$ cat src/rtl/display_pkg.sv
// Shared seven-segment types and the hex-to-segment lookup used by the digit scanner.
package display_pkg;

    typedef logic [6:0] seg7_t;

    // Active-high segment patterns, bit order g..a.
    localparam seg7_t SEG_OFF = 7'b0000000;

    localparam seg7_t HEX_SEG [16] = '{
        7'b0111111, 7'b0000110, 7'b1011011, 7'b1001111,
        7'b1100110, 7'b1101101, 7'b1111101, 7'b0000111,
        7'b1111111, 7'b1101111, 7'b1110111, 7'b1111100,
        7'b0111001, 7'b1011110, 7'b1111001, 7'b1110001
    };

endpackage

$ cat src/rtl/seg7_decode.sv
// Combinational hex nibble to active-high seven-segment pattern.
module seg7_decode
    import display_pkg::*;
(
    input  logic [3:0] nib,
    output seg7_t      seg
);

    assign seg = HEX_SEG[nib];

endmodule

$ cat src/rtl/digit_scanner.sv
// Time-multiplexed N-digit seven-segment driver with per-frame snapshots,
// dead time between digits, per-digit blanking and output polarity control.
module digit_scanner
    import display_pkg::*;
#(
    parameter int CLK_FREQ_HZ    = 27_000_000,
    parameter int SCAN_HZ        = 500,
    parameter int N_DIGITS       = 3,
    parameter int BLANK_CYCLES   = 16,
    parameter bit AN_ACTIVE_LOW  = 1'b0,
    parameter bit SEG_ACTIVE_LOW = 1'b0
) (
    input  logic                  clk,
    input  logic                  rst,
    input  logic                  en,
    input  logic [4*N_DIGITS-1:0] digits,
    input  logic [N_DIGITS-1:0]   dp,
    input  logic [N_DIGITS-1:0]   blank_mask,
    output logic [N_DIGITS-1:0]   an,
    output seg7_t                 seg,
    output logic                  dp_o,
    output logic                  frame_start
);

    localparam int DWELL = CLK_FREQ_HZ / (2 * SCAN_HZ);
    localparam int CNT_W = (DWELL > 1) ? $clog2(DWELL) : 1;
    localparam int IDX_W = (N_DIGITS > 1) ? $clog2(N_DIGITS) : 1;

    localparam logic [CNT_W-1:0]    CNT_LAST = CNT_W'(DWELL - 1);
    localparam logic [CNT_W-1:0]    CNT_SHOW = CNT_W'(BLANK_CYCLES);
    localparam logic [IDX_W-1:0]    IDX_TOP  = IDX_W'(N_DIGITS - 1);
    localparam logic [N_DIGITS-1:0] AN_OFF   = AN_ACTIVE_LOW ? '1 : '0;
    localparam seg7_t               SEG_INV  = SEG_ACTIVE_LOW ? 7'h7F : 7'h00;

    generate
        if (N_DIGITS < 2) begin : g_bad_ndigits
            $error("digit_scanner: N_DIGITS must be at least 2");
        end
        if (BLANK_CYCLES >= DWELL) begin : g_bad_blank
            $error("digit_scanner: BLANK_CYCLES must be smaller than the dwell length");
        end
    endgenerate

    logic [CNT_W-1:0]      cnt;
    logic [IDX_W-1:0]      idx;
    logic [4*N_DIGITS-1:0] snap_digits;
    logic [N_DIGITS-1:0]   snap_dp;
    logic [N_DIGITS-1:0]   snap_blank;

    logic                  capture;
    logic [4*N_DIGITS-1:0] view_digits;
    logic [N_DIGITS-1:0]   view_dp;
    logic [N_DIGITS-1:0]   view_blank;
    logic [3:0]            nib;
    seg7_t                 dec_seg;
    logic                  show;
    logic [N_DIGITS-1:0]   sel;

    assign capture     = en && !rst && (cnt == '0) && (idx == IDX_TOP);
    assign frame_start = capture;

    // On the capture cycle the registers still hold the old frame, so the
    // first digit must be rendered straight from the inputs being captured.
    assign view_digits = capture ? digits     : snap_digits;
    assign view_dp     = capture ? dp         : snap_dp;
    assign view_blank  = capture ? blank_mask : snap_blank;

    assign nib  = view_digits[{idx, 2'b00} +: 4];
    assign show = (cnt >= CNT_SHOW) && !view_blank[idx];
    assign sel  = {{(N_DIGITS-1){1'b0}}, 1'b1} << idx;

    seg7_decode u_dec (
        .nib (nib),
        .seg (dec_seg)
    );

    always_ff @(posedge clk) begin
        if (rst) begin
            cnt         <= '0;
            idx         <= IDX_TOP;
            snap_digits <= '0;
            snap_dp     <= '0;
            snap_blank  <= '0;
            an          <= AN_OFF;
            seg         <= SEG_OFF ^ SEG_INV;
            dp_o        <= SEG_ACTIVE_LOW;
        end else if (!en) begin
            cnt  <= '0;
            idx  <= IDX_TOP;
            an   <= AN_OFF;
            seg  <= SEG_OFF ^ SEG_INV;
            dp_o <= SEG_ACTIVE_LOW;
        end else begin
            if (capture) begin
                snap_digits <= digits;
                snap_dp     <= dp;
                snap_blank  <= blank_mask;
            end
            if (cnt == CNT_LAST) begin
                cnt <= '0;
                idx <= (idx == '0) ? IDX_TOP : idx - 1'b1;
            end else begin
                cnt <= cnt + 1'b1;
            end
            an   <= (show ? sel : '0) ^ AN_OFF;
            seg  <= (show ? dec_seg : SEG_OFF) ^ SEG_INV;
            dp_o <= (show && view_dp[idx]) ^ SEG_ACTIVE_LOW;
        end
    end

endmodule

$ cat config.mk
export PLATFORM = sky130hd
export DESIGN_NAME = digit_scanner
export DESIGN_NICKNAME = d
export VERILOG_FILES = /design/src/rtl/display_pkg.sv /design/src/rtl/seg7_decode.sv /design/src/rtl/digit_scanner.sv
export SDC_FILE = /design/constraint.sdc
export NUM_CORES = 1
export LEC_CHECK = 0
export ABC_AREA = 0
export BUFFER_PORTS_ARGS = -buffer_cell sky130_fd_sc_hd__buf_4
export CAP_MARGIN = 20
export CORE_ASPECT_RATIO = 1.75
export CORE_MARGIN = 3
export CORE_UTILIZATION = 56
export DETAILED_ROUTE_END_ITERATION = 8
export MAX_ROUTING_LAYER = met4
export PLACE_DENSITY = 0.78
export RECOVER_POWER = 25
export SLEW_MARGIN = 20
export SYNTH_ARGS = -nofsm -noshare
export SYNTH_HDL_FRONTEND = slang
export SYNTH_SLANG_ARGS = --single-unit
$ cat constraint.sdc
create_clock -name clk -period 3.99 [get_ports clk]
set_clock_uncertainty 0.15 [all_clocks]
set_input_delay 0.5985 -clock clk [delete_from_list [all_inputs] [get_ports clk]]
set_output_delay 0.5985 -clock clk [all_outputs]
set_load 0.02 [all_outputs]
==> run_results.csv, run 1 <==
group,metric,value,unit
floorplan,rows,30,
yosys,synth_most_common_cell,"nand2_1",
power_and_ir_drop,seqPwrFrac,54.6,%
finish,multiInputGateArea,1280,um2
power_and_ir_drop,switching_power,0.214,mW
floorplan,dieArea,4960,um2
global_route,grt_first_pass_wirelength,7.96,mm
global_route,met2_usage,40.5,%
outcome,outcome,"finished clean",
yosys,ys_top_cells_by_area,"dfxtp_1, nand2_1, mux2i_1",
finish,syn2layout_area_growth,13.5,%
critical_path,start_kind,"register",
global_route,grt_overflow,0,
power_and_ir_drop,switching_share,24.7,%
sta,period_needed,3.54,ns
clock_network,post_cts_resize_count,0,
sta,maxSlewHeadroom,48.1,%
global_route,grt_max_degree,27,
yosys,synth_edf_count,0,
yosys,synth_cell_types,43,
route,firstDrtPassIters,4,
finish,final_layout_size_suffix_gt1_share,12.8,%
route,routed_wl,5.05,mm
sta,fmax,0.282,GHz
route,drt-initial-drc-count,28,
job,maxCapViolCount,0,
power_and_ir_drop,total_leakage_power,1.03,nW
clock_network,cts_buffers,5,
floorplan,core,3940,um2
critical_path,critPathTopFamily,"simple AND/OR/NAND/NOR gates",
critical_path,cp_slowest_cell,"or4_1",
finish,nFillCells,378,
clock_network,htree_levels,2,
floorplan,initial_utilization,58.6,%
clock_network,clkSinkCount,46,
floorplan,num_io_pins,33,
clock_network,cts_tree,"built",
critical_path,max_stage_delay,0.58,ns
yosys,synth_top_cell_area_share,39.8,%
yosys,async_reset_ff_share,0,%
sta,holdWs,0.308,ns
yosys,yosysSeqAreaShare,39.8,%
power_and_ir_drop,p_per_area,331,nW/um2
clock_network,cts-root-buf,"clkbuf_8",
critical_path,crit_required,4.09,ns
sta,fin_tns_setup,0,ns
finish,nets,335,
global_route,use_met1,20.4,%
placed_design,gp_congestion,0.832,
global_route,top_usage_layer,"met2",
yosys,syn_nets,305,
route,postRouteAntennaNets,0,
yosys,syn_area_per_cell,8.47,um2
power_and_ir_drop,power_frac_clock,33.4,%
sta,setup_viol,0,
yosys,synth_area,2310,um2
critical_path,path_cells,"nor4_1 > nand3_1 > or4_1 > inv_2 > buf_4 > nand2_1 > o21ai_0 > inv_1 > ha_1 > a2111oi_0 > o21a_1",
placed_design,place.detailed.hpwl,3.83,mm
finish,seq_area,921,um2
floorplan,chipWidth,54.6,um
yosys,synthTopCellsByCount,"nand2_1, dfxtp_1, nor2_1, a21oi_1, mux2i_1",
sta,drv_slew,0,
yosys,yosysWarnings,0,
power_and_ir_drop,comb_power_share,12.1,%
sta,finalHoldViolations,0,
finish,n_antenna_cell,0,
route,drc,0,
route,via_per_inst,5.50,
global_route,track_usage,22.0,%
critical_path,cp.arrival,3.64,ns
placed_design,portBuffers,32,
global_route,grt_pass1_vias,1893,
power_and_ir_drop,irDropWorstVdd,0.256,mV
sta,rsz0062_at_grt,"false",
yosys,synth_area_leader_cell,"dfxtp_1",
global_route,met3_usage,4.11,%
clock_network,cts.clk_slew.worst_paths,0.09,ns
route,vias,1937,
clock_network,insertion_delay,0.30,ns
clock_network,cts_buffer_depth,2,
critical_path,end_kind,"register",
route,wl_per_cell,14.3,um
yosys,ys_ff_latch,46,
yosys,synthCells,273,
floorplan,die_h,91.0,um
critical_path,critPathKind,"register to register",
yosys,synth_ff_type,"dfxtp_1",
worst_hold_path,hp-class,"register to register",
clock_network,post-cts-setup-buffer-count,0,
sta,period_share,88.7,%
power_and_ir_drop,p_int,0.653,mW
global_route,grt_antenna_before_repair,0,
critical_path,crit_buf_inv,3,
sta,worstMarginPinSlew,0.771,ns
critical_path,crit_fanout,26,
clock_network,postCtsHoldBufs,0,
state kept, by name, summed over array words and instances (netlist names):
register and cells:
snap_dp 3, snap_blank 3, dp_o 1, cnt 15, snap_digits 12, an 3, idx 2, seg 7
stage by stage:
step / util [%] / worst slack, ns / instances / cell area [um2] / total power, mW
after floorplan: - / 0.488 / 273 / 2310 / 0.553
after global routing: 66.5 / 0.167 / 352 / 2620 / 0.901
after detailed placement: 65.4 / 0.566 / 344 / 2580 / 0.588
after global placement: 65.4 / 0.659 / 344 / 2580 / 0.586
final: 66.5 / 0.450 / 352 / 2620 / 0.867
after CTS: 67.7 / 0.593 / 352 / 2670 / 0.872
final cells by class:
type | count | area share [%]
multi-input combinational | 203 | 48.8
inverter | 11 | 1.57
tap | 48 | 2.29
timing repair buffer | 36 | 8.73
clock buffer | 7 | 3.29
clock inverter | 1 | 0.191
sequential | 46 | 35.1
power groups by stage:
| stage | Clock, mW | Sequential [mW] | Combinational, mW |
|---|---|---|---|
| 6_report | 0.289 | 0.473 | 0.105 |
| 5_1_grt | 0.312 | 0.474 | 0.115 |
| 4_1_cts | 0.295 | 0.473 | 0.104 |
| 3_5_place_dp | 0 | 0.484 | 0.104 |
| 3_3_place_gp | 0 | 0.483 | 0.102 |
| 2_1_floorplan | 0 | 0.483 | 0.0704 |
placed cells by master, fill, tap and decap left out, types with 2 or more instances in the layout:
| master | synthesis | final |
|---|---|---|
| xnor2_1 | 2 | 2 |
| nor3_1 | 9 | 9 |
| mux2_2 | 4 | 4 |
| o2bb2ai_1 | 3 | 3 |
| ha_1 | 11 | 11 |
| dfxtp_1 | 46 | 46 |
| nand2_1 | 47 | 47 |
| o22ai_1 | 2 | 2 |
| nor2b_1 | 3 | 3 |
| xor2_1 | 11 | 11 |
| a31oi_1 | 3 | 3 |
| nor2_1 | 29 | 29 |
| a2bb2oi_1 | 2 | 2 |
| o21ai_0 | 4 | 4 |
| clkbuf_1 | 8 | 12 |
| nor4_1 | 3 | 4 |
| nand3_1 | 7 | 7 |
| and3_1 | 5 | 5 |
| buf_4 | 1 | 25 |
| a211o_1 | 2 | 2 |
| clkbuf_8 | 0 | 6 |
| a21oi_1 | 20 | 20 |
| nand2b_1 | 5 | 5 |
| inv_1 | 10 | 10 |
| mux2i_1 | 16 | 16 |
per-layer routing:
metal	wire, um	vias up	part of all wire (%)
li1	-	994	-
met1	1790	888	36
met2	2940	43	58
met3	180	12	3.6
met4	128	0	2.5
met5	0	-	0
path summary, 6_finish.rpt:
check | slack [ns] | endpoint | cells past startpoint | start
worst max-delay path | 0.45 | seg[3] | 11 | cnt[7]
worst min-delay path | 0.31 | snap_digits[10] | 2 | snap_digits[10]
worst max register to register | 0.45 | seg[3] | 11 | cnt[7]
worst min register to register | 0.31 | snap_digits[10] | 2 | snap_digits[10]
worst reg2reg max path, delay by kind of cell, from the launching register on:
family | cells | cell delay [ns]
AOI/OAI and AO/OA | 3 | 0.92
DFF | 1 | 0.34
adders and majority gates | 1 | 0.30
and+or+nand+nor | 4 | 1.27
buffers and inverters | 3 | 0.52
cell families (layout without fill, tap and decap cells):
| kind of cell | Yosys count | after routing | share of synthesized area [%] |
|---|---|---|---|
| xor+xnor | 13 | 13 | 4.93 |
| mux | 21 | 21 | 9.85 |
| fa+ha+maj | 11 | 11 | 5.96 |
| buf+inv | 24 | 55 | 4.49 |
| compound gates | 45 | 45 | 12.9 |
| simple gates | 113 | 113 | 22.0 |
| flops | 46 | 46 | 39.8 |
Note: power is estimated with default switching activity, not from simulation.
==> inputs of run 2 (changes only) <==
- CORE_ASPECT_RATIO: 1.75 -> unset
==> run 2 against run 1 <==
Compared with the run above: wire length fell by 2.7%; core utilization grew 2.5 points; final area up 0.67%; largest power group unchanged.
==> run_results.csv, run 2 (same netlist as run 1, synthesis figures left out) <==
group,metric,value,unit
outcome,outcome,"finished clean",
sta,worstMarginPinSlew,0.816,ns
critical_path,end_kind,"register",
clock_network,cts.clk_slew.worst_paths,0.08,ns
finish,seq_area,921,um2
finish,largest_reg_flops,15,
finish,top_register,"cnt",
critical_path,critPathKind,"register to register",
critical_path,rrSetupSlack,0.34,ns
critical_path,worstReg2RegEnd,"seg[3]",
clock_network,post_cts_resize_count,0,
floorplan,initial_utilization,60.4,%
placed_design,portBuffers,32,
finish,final_layout_size_suffix_gt1_share,12.5,%
clock_network,insertion_delay,0.30,ns
global_route,grt_antenna_before_repair,0,
clock_network,htree_levels,2,
global_route,track_usage,21.5,%
finish,n_antenna_cell,0,
floorplan,rows,22,
route,wl_per_cell,13.9,um
clock_network,postCtsHoldBufs,0,
finish,layout_commonest_cell,"nand2_1",
clock_network,post-cts-setup-buffer-count,0,
finish,reg_top3,"cnt: 15 flops, snap_digits: 12 flops, seg: 7 flops",
global_route,grt_first_pass_wirelength,8.40,mm
finish,nets,335,
sta,drv_slew,0,
sta,period_needed,3.65,ns
power_and_ir_drop,switching_power,0.216,mW
sta,rsz0062_at_grt,"false",
clock_network,cts_tree,"built",
global_route,grt_max_degree,25,
finish,syn2layout_area_growth,14.2,%
worst_hold_path,hp-class,"register to register",
sta,fmax,0.274,GHz
floorplan,num_io_pins,33,
critical_path,crit_required,4.09,ns
floorplan,dieArea,4930,um2
clock_network,cts-root-buf,"clkbuf_8",
critical_path,crit_fanout,20,
route,drt-initial-drc-count,168,
power_and_ir_drop,comb_power_share,11.4,%
power_and_ir_drop,seqPwrFrac,51.6,%
finish,nFillCells,336,
floorplan,die_h,70.2,um
worst_hold_path,whs_path_depth,2,
placed_design,place.detailed.hpwl,3.52,mm
global_route,grt_overflow,0,
sta,setup_viol,0,
power_and_ir_drop,switching_share,23.6,%
job,maxCapViolCount,0,
sta,period_share,91.5,%
clock_network,cts_buffer_depth,2,
placed_design,gp_congestion,0.855,
critical_path,cp.arrival,3.75,ns
critical_path,setup.worst_path.end,"seg[3]",
floorplan,chipWidth,70.2,um
placed_design,dp_slack,0.458,ns
floorplan,core,3830,um2
sta,setup_slack,0.338,ns
critical_path,worstRegToRegCells,11,
clock_network,cts_buffers,5,
route,drc,0,
finish,most-common-layout-cells,"nand2_1, dfxtp_1, nor2_1, buf_4, a21oi_1",
finish,multiInputGateArea,1290,um2
power_and_ir_drop,irDropWorstVdd,0.239,mV
sta,finalHoldViolations,0,
route,postRouteAntennaNets,0,
route,via_per_inst,5.55,
critical_path,start_kind,"register",
critical_path,worstReg2RegStart,"idx[1]",
global_route,grt_pass1_vias,1796,
power_and_ir_drop,power_frac_clock,37.1,%
route,firstDrtPassIters,4,
clock_network,clkSinkCount,46,
sta,maxSlewHeadroom,45.2,%
route,routed_wl,4.91,mm
sta,fin_tns_setup,0,ns
power_and_ir_drop,p_per_area,347,nW/um2
critical_path,startpoint,"idx[1]",
route,vias,1953,
power_and_ir_drop,total_leakage_power,1.04,nW
power_and_ir_drop,p_int,0.700,mW
[run 2: cell count changes in the layout (fill, tap and decap cells not counted), sizes merged]
cell,previous run,this run
bufinv,0,1
clkbuf,18,19
clkinv,1,0
buf,25,24
[run 2: critical path, cell delays in order, from the launching register on]
cell and delay (ns):
dfxtp_1 0.74, ha_1 0.26, nand2b_1 0.05, or4_1 0.44, inv_2 0.21, a311oi_1 0.08, a21oi_1 0.37, inv_1 0.17
ha_1 0.33, nor3_1 0.07, a2111oi_0 0.51, o21a_1 0.20
[run 2: worst min path at each step]
| stage | from | end | slack [ns] |
|---|---|---|---|
| 6_report | snap_blank[0] | snap_blank[0] | 0.31 |
| 5_1_grt | snap_digits[0] | snap_digits[0] | 0.33 |
| 4_1_cts | snap_digits[8] | snap_digits[8] | 0.31 |
| 3_5_place_dp | snap_digits[8] | snap_digits[8] | 0.30 |
| 3_3_place_gp | snap_digits[8] | snap_digits[8] | 0.29 |
| 2_1_floorplan | cnt[0] | cnt[0] | 0.28 |
[run 2: layout make-up]
| type | count | area share [%] |
|---|---|---|
| inverter | 11 | 1.56 |
| timing repair buffer | 36 | 8.53 |
| sequential | 46 | 34.9 |
| clock buffer | 7 | 2.89 |
| clock inverter | 1 | 1.14 |
| tap | 48 | 2.27 |
| multi-input combinational | 203 | 48.7 |
[run 2: power by group through the flow]
stage | Sequential [mW] | Clock [mW] | Combinational [mW]
floorplan | 0.483 | 0 | 0.0704
global placement | 0.483 | 0 | 0.101
detailed placement | 0.484 | 0 | 0.102
CTS | 0.473 | 0.346 | 0.103
global route | 0.474 | 0.365 | 0.116
finish | 0.473 | 0.340 | 0.104
[run 2: per-stage QoR]
stage	hold WS [ns]	instances	util, %	total power [mW]	instance area [um2]
4_1_cts	0.309	352	70.2	0.922	2690
2_1_floorplan	0.280	273	-	0.553	2310
3_5_place_dp	0.297	344	67.4	0.586	2580
3_3_place_gp	0.293	344	67.4	0.585	2580
6_report	0.306	352	69.0	0.916	2640
5_1_grt	0.328	352	69.0	0.955	2640
[run 2: layer usage]
metal,vias up,share of wire (%),global-route usage [%]
met5,-,0,-
li1,999,-,-
met3,7,6.4,3.60
met4,0,1.5,9.36
met1,886,49,30.2
met2,61,43,30.4
==> inputs of run 3 (changes only) <==
- CORE_UTILIZATION: 56 -> 59
- PLACE_DENSITY: 0.78 -> 0.82
- clock period: 3.99 -> 4.7 ns (I/O delays scaled with it)
==> run 3 against run 2 <==
Compared with the run above: hold slack better by 0.0016 ns; register-to-register slack better by 0.65 ns; combinational power fell by 16%; largest cell class unchanged.
==> run_results.csv, run 3 (same netlist as run 1, synthesis figures left out) <==
group,metric,value,unit
finish,top_register,"cnt",
critical_path,rrSetupSlack,0.99,ns
global_route,grt_antenna_before_repair,0,
sta,setup_viol,0,
critical_path,worstReg2RegStart,"idx[1]",
placed_design,portBuffers,32,
sta,fmax,0.270,GHz
sta,period_needed,3.71,ns
outcome,outcome,"finished clean",
floorplan,rows,22,
finish,stdcell_area,2600,um2
finish,n_antenna_cell,0,
sta,fin_tns_setup,0,ns
clock_network,cts_tree,"built",
placed_design,dpl-instance-area,2560,um2
route,wl_per_cell,13.7,um
clock_network,htree_levels,2,
floorplan,dieArea,4700,um2
route,routed_wl,4.78,mm
sta,period_share,78.9,%
sta,finalHoldViolations,0,
power_and_ir_drop,irDropWorstVdd,0.217,mV
placed_design,place.detailed.hpwl,3.52,mm
finish,final_cells,349,
clock_network,cts.clk_slew.worst_paths,0.09,ns
clock_network,insertion_delay,0.30,ns
floorplan,initial_utilization,62.2,%
critical_path,critPathKind,"register to register",
finish,final_layout_size_suffix_gt1_share,12.3,%
placed_design,dpl.cell_count,341,
job,maxCapViolCount,0,
worst_hold_path,worstHoldStart,"snap_digits[2]",
clock_network,postCtsHoldBufs,0,
floorplan,die_h,68.6,um
finish,most-common-layout-cells,"nand2_1, dfxtp_1, nor2_1, buf_4, a21oi_1",
global_route,grt_overflow,0,
sta,maxSlewHeadroom,42.9,%
clock_network,post_cts_resize_count,0,
clock_network,cts_buffer_depth,2,
route,postRouteAntennaNets,0,
power_and_ir_drop,total_leakage_power,1.02,nW
route,via_per_inst,5.43,
sta,drv_slew,0,
sta,rsz0062_at_grt,"false",
global_route,grt_max_degree,28,
floorplan,core,3720,um2
finish,largest_reg_flops,15,
critical_path,crit_required,4.75,ns
clock_network,clkSinkCount,46,
critical_path,cp.arrival,3.76,ns
clock_network,cts_buffers,5,
route,drc,0,
route,firstDrtPassIters,4,
finish,nets,332,
route,drt-initial-drc-count,167,
critical_path,start_kind,"register",
power_and_ir_drop,p_per_area,282,nW/um2
route,vias,1894,
critical_path,startpoint,"idx[1]",
global_route,grt_first_pass_wirelength,7.97,mm
global_route,track_usage,23.0,%
clock_network,cts-root-buf,"clkbuf_8",
placed_design,gp_congestion,0.850,
finish,layout_commonest_cell,"nand2_1",
floorplan,num_io_pins,33,
worst_hold_path,hp-class,"register to register",
critical_path,crit_fanout,27,
finish,syn2layout_area_growth,12.3,%
clock_network,post-cts-setup-buffer-count,0,
global_route,grt_pass1_vias,1755,
floorplan,chipWidth,68.6,um
sta,worstMarginPinSlew,0.852,ns
critical_path,end_kind,"register",
finish,reg_top3,"cnt: 15 flops, snap_digits: 12 flops, seg: 7 flops",
-- run 3: cell count changes in the layout (fill, tap and decap cells not counted), sizes merged --
cell    previous run  this run
inv               11        12
clkinv             0         2
bufinv             1         0
clkbuf            19        16
buf               24        22
-- run 3: critical path, cell delays in order (launching register included) --
cell	delay (ns)
dfxtp_1	0.74
ha_1	0.26
nand2b_1	0.05
or4_1	0.44
inv_2	0.38
a311oi_1	0.09
a21oi_1	0.39
inv_1	0.17
ha_1	0.32
nor3_1	0.26
nor2_1	0.07
a221oi_1	0.27
-- run 3: report_power, final --
group	internal, mW	leakage (nW)	switching (mW)
logic	0.0374	0.599	0.0496
registers	0.397	0.372	0.00424
clock network	0.105	0.0483	0.138
total	0.540	1.02	0.192
-- run 3: per-stage QoR --
| step | util (%) | hold slack, ns | total power [mW] | setup slack, ns |
|---|---|---|---|---|
| floorplan | - | 0.280 | 0.469 | 1.20 |
| global placement | 68.8 | 0.293 | 0.497 | 1.02 |
| detailed placement | 68.8 | 0.296 | 0.497 | 0.930 |
| CTS | 71.1 | 0.309 | 0.737 | 1.02 |
| global route | 69.9 | 0.329 | 0.763 | 0.630 |
| finish | 69.9 | 0.308 | 0.731 | 0.992 |
-- run 3: metal layers --
metal	part of all wire, %	global-route usage (%)	vias to the layer above
met5	0	-	-
met4	1.2	6.45	0
met3	4.2	5.35	6
met2	45	35.6	39
met1	49	29.9	863
li1	-	-	986
-- run 3: cell type report --
class | instances | area, um2
flip-flops and latches | 46 | 921
well taps | 48 | 60.1
inverters | 11 | 41.3
clock buffers | 5 | 68.8
clock inverters | 3 | 18.8
repair buffers | 33 | 206
fillers | 314 | 1120
multi-input cells | 203 | 1280
-- run 3: path summary, 6_finish.rpt --
| check | to | cells after the start |
|---|---|---|
| setup / recovery | seg[1] | 11 |
| hold / removal | snap_digits[2] | 2 |
| setup reg to reg | seg[1] | 11 |
| hold reg to reg | snap_digits[2] | 2 |
